--- src/rtl/cpu_dout_receiver.sv ---
// Output-port receiver: captures reg_dout on enable && reg_gout[7] into a small FIFO drained by ready/valid.
// Optional repeat filter enabled by defining CPU_RX_DEDUP_EN.
module cpu_dout_receiver #(
    parameter int DEPTH = 4,
    parameter int WIDTH = 8
) (
    input  logic                     clk,
    input  logic                     reset,
    input  logic                     enable,
    input  logic [WIDTH-1:0]         reg_dout,
    input  logic [7:0]               reg_gout,
    output logic [WIDTH-1:0]         out_data,
    output logic                     out_valid,
    input  logic                     out_ready,
    output logic [$clog2(DEPTH):0]   fifo_count,
    output logic                     overflow
);

    localparam int PW = $clog2(DEPTH);
    localparam int CW = PW + 1;

    logic [WIDTH-1:0] mem [DEPTH];
    logic [PW-1:0]    wr_ptr;
    logic [PW-1:0]    rd_ptr;
    logic [PW-1:0]    rd_ptr_next;
    logic [CW-1:0]    count_next;
    logic [WIDTH-1:0] head_next;
    logic             cap;
    logic             full;
    logic             push;
    logic             pop;
    logic             unused_gout;

    assign unused_gout = ^reg_gout[6:0];

`ifdef CPU_RX_DEDUP_EN
    logic             primed;
    logic [WIDTH-1:0] last;

    assign cap = enable && reg_gout[7] && (!primed || (reg_dout != last));

    // The filter only learns from bytes that actually entered the FIFO, so a dropped byte is retried.
    always_ff @(posedge clk or posedge reset) begin
        if (reset) begin
            primed <= 1'b0;
            last   <= '0;
        end else if (push) begin
            primed <= 1'b1;
            last   <= reg_dout;
        end
    end
`else
    assign cap = enable && reg_gout[7];
`endif

    always_comb begin
        full        = (fifo_count == CW'(DEPTH));
        pop         = out_valid && out_ready;
        push        = cap && (!full || pop);
        rd_ptr_next = pop ? rd_ptr + PW'(1) : rd_ptr;
        count_next  = fifo_count;
        if (push && !pop) begin
            count_next = fifo_count + CW'(1);
        end else if (pop && !push) begin
            count_next = fifo_count - CW'(1);
        end
        // A byte written into the slot that becomes the head must bypass the array read.
        if (push && (wr_ptr == rd_ptr_next)) begin
            head_next = reg_dout;
        end else begin
            head_next = mem[rd_ptr_next];
        end
    end

    always_ff @(posedge clk or posedge reset) begin
        if (reset) begin
            for (int i = 0; i < DEPTH; i++) begin
                mem[i] <= '0;
            end
            wr_ptr     <= '0;
            rd_ptr     <= '0;
            fifo_count <= '0;
            out_valid  <= 1'b0;
            out_data   <= '0;
            overflow   <= 1'b0;
        end else begin
            if (push) begin
                mem[wr_ptr] <= reg_dout;
                wr_ptr      <= wr_ptr + PW'(1);
            end
            rd_ptr     <= rd_ptr_next;
            fifo_count <= count_next;
            out_valid  <= (count_next != '0);
            out_data   <= head_next;
            if (cap && full && !pop) begin
                overflow <= 1'b1;
            end
        end
    end

endmodule

--- config.mk ---
export PLATFORM = sky130hd
export DESIGN_NAME = cpu_dout_receiver
export DESIGN_NICKNAME = d
export VERILOG_FILES = /design/src/rtl/cpu_dout_receiver.sv
export SDC_FILE = /design/constraint.sdc
export NUM_CORES = 1
export LEC_CHECK = 0
export CAP_MARGIN = 20
export CORE_MARGIN = 2
export CORE_UTILIZATION = 54
export DETAILED_ROUTE_END_ITERATION = 8
export GPL_ROUTABILITY_DRIVEN = 0
export PLACE_DENSITY = 0.79
export SYNTH_ARGS = -nofsm -noshare
export SYNTH_HDL_FRONTEND = slang
export SYNTH_SLANG_ARGS = --single-unit
export TNS_END_PERCENT = 100
--- constraint.sdc ---
create_clock -name clk -period 2.3 [get_ports clk]
set_input_delay 0.69 -clock clk [delete_from_list [all_inputs] [get_ports clk]]
set_output_delay 0.69 -clock clk [all_outputs]
set_load 0.05 [all_outputs]
==> results of run 1 <==
## how the worst max path moves through the flow
stage | from | end | depth (start not counted)
after floorplan | fifo_count[0]$_DFF_PP0_ | out_data[7]$_DFF_PP0_ | 6
after global routing | fifo_count[1]$_DFF_PP0_ | fifo_count[1] | 1
after global placement | out_ready | out_data[6]$_DFF_PP0_ | 6
after detailed placement | out_ready | out_data[6]$_DFF_PP0_ | 6
final | fifo_count[1]$_DFF_PP0_ | fifo_count[1] | 1
after CTS | out_ready | out_data[6]$_DFF_PP0_ | 6
## layout by cell type (no fill, tap or decap), drive strengths merged, types with 2 or more instances in the layout
cell | synthesis | layout
a211oi | 4 | 4
a21boi | 3 | 3
a2bb2oi | 2 | 2
a31oi | 2 | 2
and2 | 3 | 3
and3b | 2 | 2
buf | 6 | 18
clkbuf | 3 | 6
clkdlybuf4s50 | 0 | 23
dfrtp | 49 | 49
ha | 7 | 7
inv | 15 | 16
mux2 | 33 | 33
mux2i | 16 | 16
nand2 | 8 | 8
nand3 | 2 | 2
nor2 | 2 | 2
nor4 | 2 | 2
o21ai | 9 | 9
o221ai | 7 | 7
xnor2 | 4 | 4
## report_power, final
part / switching [uW] / total [uW] / internal (uW)
logic: 1120 / 2120 / 1000
clock network: 283 / 500 / 217
registers: 302 / 1600 / 1300
total: 1710 / 4230 / 2520
## logic make-up after synthesis
logic type | after synthesis
and+or+nand+nor | 27
buffers and inverters | 24
xor gates and xnor gates | 5
adders and majority gates | 7
muxes | 49
AOI/OAI and AO/OA | 35
DFF | 49
## layout make-up
cell class / instances / share of cell area (%)
sequential: 49 / 41.86
multi-input combinational: 123 / 38.15
timing repair buffer: 41 / 12.90
clock buffer: 6 / 2.478
tap: 52 / 2.221
inverter: 15 / 1.922
clock inverter: 2 / 0.4699
## metal layers
metal  global-route usage (%)  wire length, um  vias up
met5                        0                0        -
met4                    7.128               68        0
met3                    4.641              141        6
met2                    34.36             2258       26
met1                    26.00             2135      824
li1                         -                -      789
## state kept, by name, indices dropped and copies added (netlist names)
name / count
fifo_count: 3
rd_ptr: 2
mem: 32
out_valid: 1
wr_ptr: 2
out_data: 8
overflow: 1
## metrics by stage
step                      area (um^2)  instances  power, uW  util (%)
after floorplan                  2450        196       3129         -
after global placement           2836        280       3665     65.14
after detailed placement         2836        280       3740     65.14
after CTS                        2923        288       4249     67.13
after global routing             2929        288       4531     67.27
final                            2929        288       4226     67.27
==> results.md, run 1 <==
* Outcome: finished clean
* Initial antenna violation count at 0
* Share of the synthesized area in the top cell type at 50.05%
* Clk_lat worst skew at 0.31 ns
* Max cap viols at 0
* CP endpoint kind: output pin
* TritonCTS buffer count at 5
* Vias per inst at 5.712
* Synth Net Count at 223
* Initial Util at 56.26%
* Initial DRC count at 87
* Commonest cells in the netlist: 49 x dfrtp_1, 30 x mux2_2, 16 x mux2i_1, 15 x inv_1, 9 x o21ai_0
* Post-route ant nets at 0
* Hold Slack at 0.4929 ns
* Post-Synth XOR/XNOR Area at 2.094%
* Crit-path cells: clkdlybuf4s50_1
* Mapped Cells at 196
* Reg2reg end: out_data[1]$_DFF_PP0_
* First-pass GRT wire length at 7.928 mm
* Post-CTS Resized at 0
* Worst-path clk slew at 0.08 ns
* Worst VDD drop at 0.5950 mV
* DR DRC count at 0
* Library cells used by synthesis at 43
* Worst path slowest cell: clkdlybuf4s50_1
* Post-synthesis mux area share at 21.86%
* Worst Setup Start Kind: register
* CP Max Fanout at 5
* CTS max path bufs at 2
* Cell area after synthesis at 0.002450 mm^2
* RSZ-0062 raised after global routing: false
* Vias in the first global route at 1633
* Vias at 1645
* Register area at 0.001226 mm^2
* Routed wire length at 4.603 mm
* Fmax at 0.4467 GHz
* Mapped Avg Cell Area at 12.50 um^2
* Cell accounting for the most synthesized area: dfrtp_1
* Synth Area in Compound Gates at 10.93%
* Root Buffer: clkbuf_8
* CTS tree: done
* Final Skew at 0.01119 ns
* HPWL Detailed at 3.200 mm
* Seq cells post-synth at 49
* Hold Path Stages at 1
* Synth area leaders: dfrtp_1 50%, mux2_2 14%, mux2i_1 6.5%
* Worst Path Buf+Inv at 1
* Count leader, synth: dfrtp_1
* Slew HR at 66.86%
* HP Class: reg -> reg
* Setup slack, reg-to-reg at 0.48 ns
* Hold endpoint: overflow$_DFFE_PP0P_
* Hold_buf cts at 0
* Final nets at 262
* Fillers at 324
* Worst EP required at 1.61 ns
* Main combinational cell family by area after synthesis: multiplexers
* Clock sink count at 49
* Diodes inserted at 0
* Synth warn at 0
* Worst setup path class: reg -> out
* Final Cycle Share at 97.33%
* Area Overhead vs Synth at 19.56%
* Post-synthesis sequential area ratio at 50.05%
* Core area at 0.004354 mm^2
* Drt pass-1 iters at 4
* Largest net degree at the start of global routing at 50
* Setup ws final at 0.06144 ns
* Total GRT Usage at 20.41%
* Tmin final at 2.239 ns
* Asr flop ratio synth at 100.0%
* R2r startpoint: out_valid$_DFF_PP0_
* Area of the multi-input gates at 0.001117 mm^2
* Setup TNS at 0 ns
* Wire length per cell at 15.98 um
* Die Area at 0.005092 mm^2
* Final setup viols at 0
* Worst-Margin Slew at 0.4955 ns
* Post-synth EDFFs at 0
* IO Pins at 33
* Rows at 24
* Crit path DAT at 1.55 ns
* Port Buf Inserts at 25
* Global route overflow at 0
* PwrDens at 1443 mW/mm^2
* Leak at 0.001298 uW
* Largest stage delay on the critical path at 0.83 ns
* Hold_sp: overflow$_DFFE_PP0P_
* Reg2Reg Depth at 5
* Die H at 71.36 um
* DIE WIDTH at 71.36 um
* Final hold vios at 0
* Ys flop type: dfrtp_1
* Share of layout cells above drive strength 1 at 28.39%
* Synth Area in Simple Gates at 6.895%
* Crit path max-delay family: buffers and inverters
* Pre-CTS setup slack at -0.2727 ns
* # Post-CTS Setup Buffers at 0
* Slew Viols, Final at 0
* Synthesized-area fraction occupied by adder cells at 3.575%
* H-Tree Depth at 2
Note: power is estimated with default switching activity, not from simulation.
==> inputs of run 2 (changes only) <==
--- a/config.mk
+++ b/config.mk
@@ -5,9 +5,10 @@
 export SDC_FILE = /design/constraint.sdc
 export NUM_CORES = 1
 export LEC_CHECK = 0
+export ABC_AREA = 1
 export CAP_MARGIN = 20
 export CORE_MARGIN = 2
-export CORE_UTILIZATION = 54
+export CORE_UTILIZATION = 55
 export DETAILED_ROUTE_END_ITERATION = 8
 export GPL_ROUTABILITY_DRIVEN = 0
 export PLACE_DENSITY = 0.79
==> results.md, run 2 <==
* Reg2reg end: out_data[5]$_DFF_PP0_
* Hold_sp: overflow$_DFFE_PP0P_
* Leading cell types in the layout, fill and taps excluded: 83 x nand2_1, 49 x dfrtp_1, 40 x inv_1
* Library cells used by synthesis at 21
* Mapped Avg Cell Area at 8.616 um^2
* Final nets at 360
* Final core utilization at 67.43%
* Clock network fraction of total power at 11.4%
* Mapped Cells at 299
* Max reg flops at 32
* # Post-CTS Setup Buffers at 0
* Port Buf Inserts at 25
* Top layer in use: met4
* Hold endpoint: overflow$_DFFE_PP0P_
* DR WL met2 at 2.456 mm
* Sw frac at 45.88%
* Worst path slowest cell: clkdlybuf4s50_1
* Synth Net Count at 326
* Worst EP required at 1.61 ns
* Total power at 4439 uW
* Share of the synthesized area in the top cell type at 47.60%
* Slew HR at 66.64%
* Metal1 wirelength at 2.457 mm
* Post-route ant nets at 0
* Vias per inst at 5.179
* Setup slack, reg-to-reg at 0.75 ns
* Final Skew at 0.008615 ns
* Drt pass-1 iters at 4
* First-pass GRT wire length at 9.287 mm
* Initial DRC count at 118
* Final Cycle Share at 96.27%
* Asr flop ratio synth at 100.0%
* Share of layout cells above drive strength 1 at 11.38%
* Worst VDD drop at 0.6008 mV
* Worst Path Buf+Inv at 1
* Net switching power at 2037 uW
* Die H at 72.44 um
* Clk_lat worst skew at 0.31 ns
* Die Area at 0.005248 mm^2
* Leak at 0.001605 uW
* IO Pins at 33
* Seq cells post-synth at 49
* Worst setup path class: reg -> out
* Most flop-heavy register: mem
* CTS max path bufs at 2
* Max cap viols at 0
* Largest net degree at the start of global routing at 50
* Crit-path cells: clkdlybuf4s50_1
* Root Buffer: clkbuf_8
* Clock sink count at 49
* Crit path DAT at 1.52 ns
* Count leader, synth: nand2_1
* Worst Setup Start Kind: register
* Final setup viols at 0
* DIE WIDTH at 72.44 um
* Met3 WL post-DR at 336 um
* Ys flop type: dfrtp_1
* Area Overhead vs Synth at 16.32%
* Post-synthesis sequential area ratio at 47.60%
* HPWL Detailed at 3.646 mm
* Core area at 0.004444 mm^2
* Most common cell after layout, fill and taps aside: nand2_1
* TritonCTS buffer count at 5
* Commonest cells in the netlist: 83 x nand2_1, 49 x dfrtp_1, 41 x inv_1, 32 x o21ai_1, 30 x nand3_1
* Outcome: finished clean
* Global route overflow at 0
* H-Tree Depth at 2
* Initial antenna violation count at 0
* Vias in the first global route at 2014
* Cell area after synthesis at 0.002576 mm^2
* Worst-Margin Slew at 0.4996 ns
* Tmin final at 2.214 ns
* Post-synth EDFFs at 0
* Hold Path Stages at 1
* CP Max Fanout at 4
* Rows at 24
* Largest stage delay on the critical path at 0.82 ns
* Worst-path clk slew at 0.09 ns
* Largest regs: mem (32), out_data (8), fifo_count (3)
* CTS tree: done
* Logic pwr share at 54.6%
* DR DRC count at 0
* Diodes inserted at 0
* Slew Viols, Final at 0
* Synth warn at 0
* RSZ-0062 raised after global routing: false
* Final hold vios at 0
* Initial Util at 57.97%
* Wire length per cell at 13.75 um
* Total GRT Usage at 23.02%
* CP endpoint kind: output pin
* Reg2Reg Depth at 8
* R2r startpoint: out_valid$_DFF_PP0_
* Crit path max-delay family: buffers and inverters
* Cell-internal power at 2403 uW
* Fmax at 0.4516 GHz
* Synth area leaders: dfrtp_1 48%, nand2_1 12%, o21ai_1 6.2%
* HP Class: reg -> reg
* Reg power frac at 34.0%
* Vias at 1999
* PwrDens at 1481 mW/mm^2
* Cell accounting for the most synthesized area: dfrtp_1
* Routed wire length at 5.306 mm
-- run 2: stage by stage --
step                      setup WS, ns  std cells  hold WS [ns]  setup TNS (ns)  area [um^2]
after floorplan                 0.4372        299        0.4501               0         2576
after global placement         0.03593        378        0.4611               0         2908
after detailed placement     -0.001263        378        0.4657       -0.001263         2908
after CTS                      0.01566        386        0.4893               0         2994
after global routing           0.05633        386        0.5133               0         2997
final                          0.08579        386        0.4833               0         2997
-- run 2: repair_timing --
action / CTS / global route
endpoints found under the setup margin: 1 / 1
resized for setup: 1 / 1
hold buffers: 0 / 0
-- run 2: layout make-up --
| cell class | instances | area, um^2 |
|---|---|---|
| Multi-Input combinational cell | 198 | 1095 |
| Inverter | 44 | 171.4 |
| Clock buffer | 6 | 72.57 |
| Clock inverter | 2 | 15.01 |
| Sequential cell | 49 | 1226 |
| Tap cell | 52 | 65.06 |
| Timing Repair Buffer | 35 | 351.6 |
| Fill cell | 372 | 1448 |
-- run 2: metal layers --
metal | vias up | track usage (%)
met5 | - | 0
met4 | 0 | 7.202
met3 | 5 | 5.000
met2 | 49 | 37.61
met1 | 936 | 30.83
li1 | 1009 | -
-- run 2: logic make-up (layout without fill, tap and decap cells) --
logic type	count (synthesis)	after routing	share of synthesized area [%]
fa+ha+maj	7	7	3.400
compound gates	37	37	7.285
xor+xnor	3	3	1.020
simple gates	151	151	30.79
buf+inv	52	87	9.908
flops	49	49	47.60
-- run 2: how the worst max path moves through the flow --
stage,cells past startpoint,slack [ns],start,endpoint
2_1_floorplan,1,0.44,reset,fifo_count[0]$_DFF_PP0_
3_3_place_gp,9,0.04,out_ready,out_data[3]$_DFF_PP0_
3_5_place_dp,9,-0.001,out_ready,out_data[4]$_DFF_PP0_
4_1_cts,1,0.02,fifo_count[2]$_DFF_PP0_,fifo_count[2]
5_1_grt,1,0.06,fifo_count[1]$_DFF_PP0_,fifo_count[1]
6_report,1,0.09,fifo_count[1]$_DFF_PP0_,fifo_count[1]
-- run 2: power groups by stage --
stage	clock [uW]	sequential [uW]	combinational [uW]
after floorplan	0	1860	1420
after global placement	0	1500	2370
after detailed placement	0	1530	2420
after CTS	513	1510	2430
after global routing	540	1560	2740
final	504	1510	2430
==> inputs of run 3 (changes only) <==
--- a/config.mk
+++ b/config.mk
@@ -9,9 +9,11 @@
 export CAP_MARGIN = 20
 export CORE_MARGIN = 2
 export CORE_UTILIZATION = 55
+export CTS_CLUSTER_SIZE = 12
 export DETAILED_ROUTE_END_ITERATION = 8
 export GPL_ROUTABILITY_DRIVEN = 0
 export PLACE_DENSITY = 0.79
+export SETUP_SLACK_MARGIN = 0.3
 export SYNTH_ARGS = -nofsm -noshare
 export SYNTH_HDL_FRONTEND = slang
 export SYNTH_SLANG_ARGS = --single-unit
==> results.md, run 3 (same netlist as run 2, synthesis figures left out) <==
* CTS max path bufs at 2
* Global route overflow at 0
* DIE WIDTH at 72.44 um
* Slew Viols, Final at 0
* Crit-path cells: dlygate4sd2_1
* Leading cell types in the layout, fill and taps excluded: 83 x nand2_1, 49 x dfrtp_1, 40 x inv_1
* CP endpoint kind: output pin
* IO Pins at 33
* Share of layout cells above drive strength 1 at 11.68%
* Diodes inserted at 0
* Vias at 2004
* Die Area at 0.005248 mm^2
* Final nets at 360
* Max reg flops at 32
* Hold endpoint: overflow$_DFFE_PP0P_
* Worst setup path class: reg -> out
* Crit path DAT at 1.33 ns
* R2r startpoint: out_valid$_DFF_PP0_
* Hold Path Stages at 1
* Max cap viols at 0
* Largest net degree at the start of global routing at 50
* Cell-internal power at 2327 uW
* H-Tree Depth at 2
* Total GRT Usage at 23.02%
* Final Cycle Share at 87.99%
* TritonCTS buffer count at 5
* Worst Setup Start Kind: register
* Die H at 72.44 um
* Leak at 0.001626 uW
* Setup TNS at 0 ns
* Most common cell after layout, fill and taps aside: nand2_1
* Vias per inst at 5.192
* Sw frac at 46.66%
* Outcome: finished clean
* Worst VDD drop at 0.5992 mV
* Final Skew at 0.008437 ns
* CP Max Fanout at 6
* Wire length per cell at 13.79 um
* Largest stage delay on the critical path at 0.56 ns
* Setup ws final at 0.2763 ns
* Final setup viols at 0
* Reg2Reg Depth at 8
* Initial Util at 57.97%
* Clock network fraction of total power at 11.6%
* Clock sink count at 49
* Clk_lat worst skew at 0.31 ns
* Reg power frac at 34.5%
* Tmin final at 2.024 ns
* Root Buffer: clkbuf_8
* Hold_sp: overflow$_DFFE_PP0P_
* CTS tree: done
* Worst-path clk slew at 0.09 ns
* Slew HR at 67.45%
* Most flop-heavy register: mem
* Final core utilization at 67.00%
* HP Class: reg -> reg
* Port Buf Inserts at 25
* Area Overhead vs Synth at 15.59%
* RSZ-0062 raised after global routing: true
* Largest regs: mem (32), out_data (8), fifo_count (3)
* Drt pass-1 iters at 4
* Vias in the first global route at 2014
* Final hold vios at 0
* Hold_buf cts at 0
* PwrDens at 1465 mW/mm^2
* Logic pwr share at 53.9%
* Initial DRC count at 130
* First-pass GRT wire length at 9.287 mm
* Post-route ant nets at 0
* Reg2reg end: out_data[5]$_DFF_PP0_
* Routed wire length at 5.324 mm
* HPWL Detailed at 3.646 mm
* Initial antenna violation count at 0
* Net switching power at 2036 uW
* Hold Slack at 0.4784 ns
* Worst Path Buf+Inv at 1
* Core area at 0.004444 mm^2
* Pre-CTS setup slack at -0.001263 ns
* Post-CTS Resized at 13
* Rows at 24
* DR DRC count at 0
* Fmax at 0.4941 GHz
* Setup slack, reg-to-reg at 0.73 ns
* Worst EP required at 1.61 ns
* Crit path max-delay family: buffers and inverters
* # Post-CTS Setup Buffers at 0
* Worst-Margin Slew at 0.4902 ns
* Worst path slowest cell: dlygate4sd2_1
## run 3: changes by cell type in the layout (fill, tap and decap cells not counted)
cell,change
clkbuf_2,+1
dlygate4sd2_1,+11
clkdlybuf4s50_1,-12
## run 3: final cells by class
cell class / count / area, um^2
multi-input cells: 198 / 1095
repair buffers: 35 / 332.8
fillers: 377 / 1466
clock buffers: 6 / 72.57
well taps: 52 / 65.06
flip-flops and latches: 49 / 1226
inverters: 44 / 171.4
clock inverters: 2 / 15.01
## run 3: worst max path at each step
stage	from	to	slack [ns]	depth (start not counted)
2_1_floorplan	reset	fifo_count[0]$_DFF_PP0_	0.44	1
3_3_place_gp	out_ready	out_data[3]$_DFF_PP0_	0.04	9
3_5_place_dp	out_ready	out_data[4]$_DFF_PP0_	-0.001	9
4_1_cts	out_valid$_DFF_PP0_	out_valid	0.27	1
5_1_grt	out_valid$_DFF_PP0_	out_valid	0.25	1
6_report	out_valid$_DFF_PP0_	out_valid	0.28	1
## run 3: power by group through the flow
stage | clock, uW | combinational [uW] | sequential, uW
after floorplan | 0 | 1420 | 1860
after global placement | 0 | 2370 | 1500
after detailed placement | 0 | 2420 | 1530
after CTS | 513 | 2360 | 1500
after global routing | 540 | 2660 | 1560
final | 505 | 2350 | 1500
## run 3: per-stage QoR
stage,cells,area (um^2),power (uW)
5_1_grt,386,2978,4758
6_report,386,2978,4363
3_3_place_gp,378,2908,3873
2_1_floorplan,299,2576,3285
4_1_cts,386,2979,4375
3_5_place_dp,378,2908,3950
## run 3: routing by layer
layer	part of all wire [%]	GRT usage (%)
met5	0	0
met1	46	30.83
met3	6.7	5.000
met4	1.1	7.202
met2	46	37.61
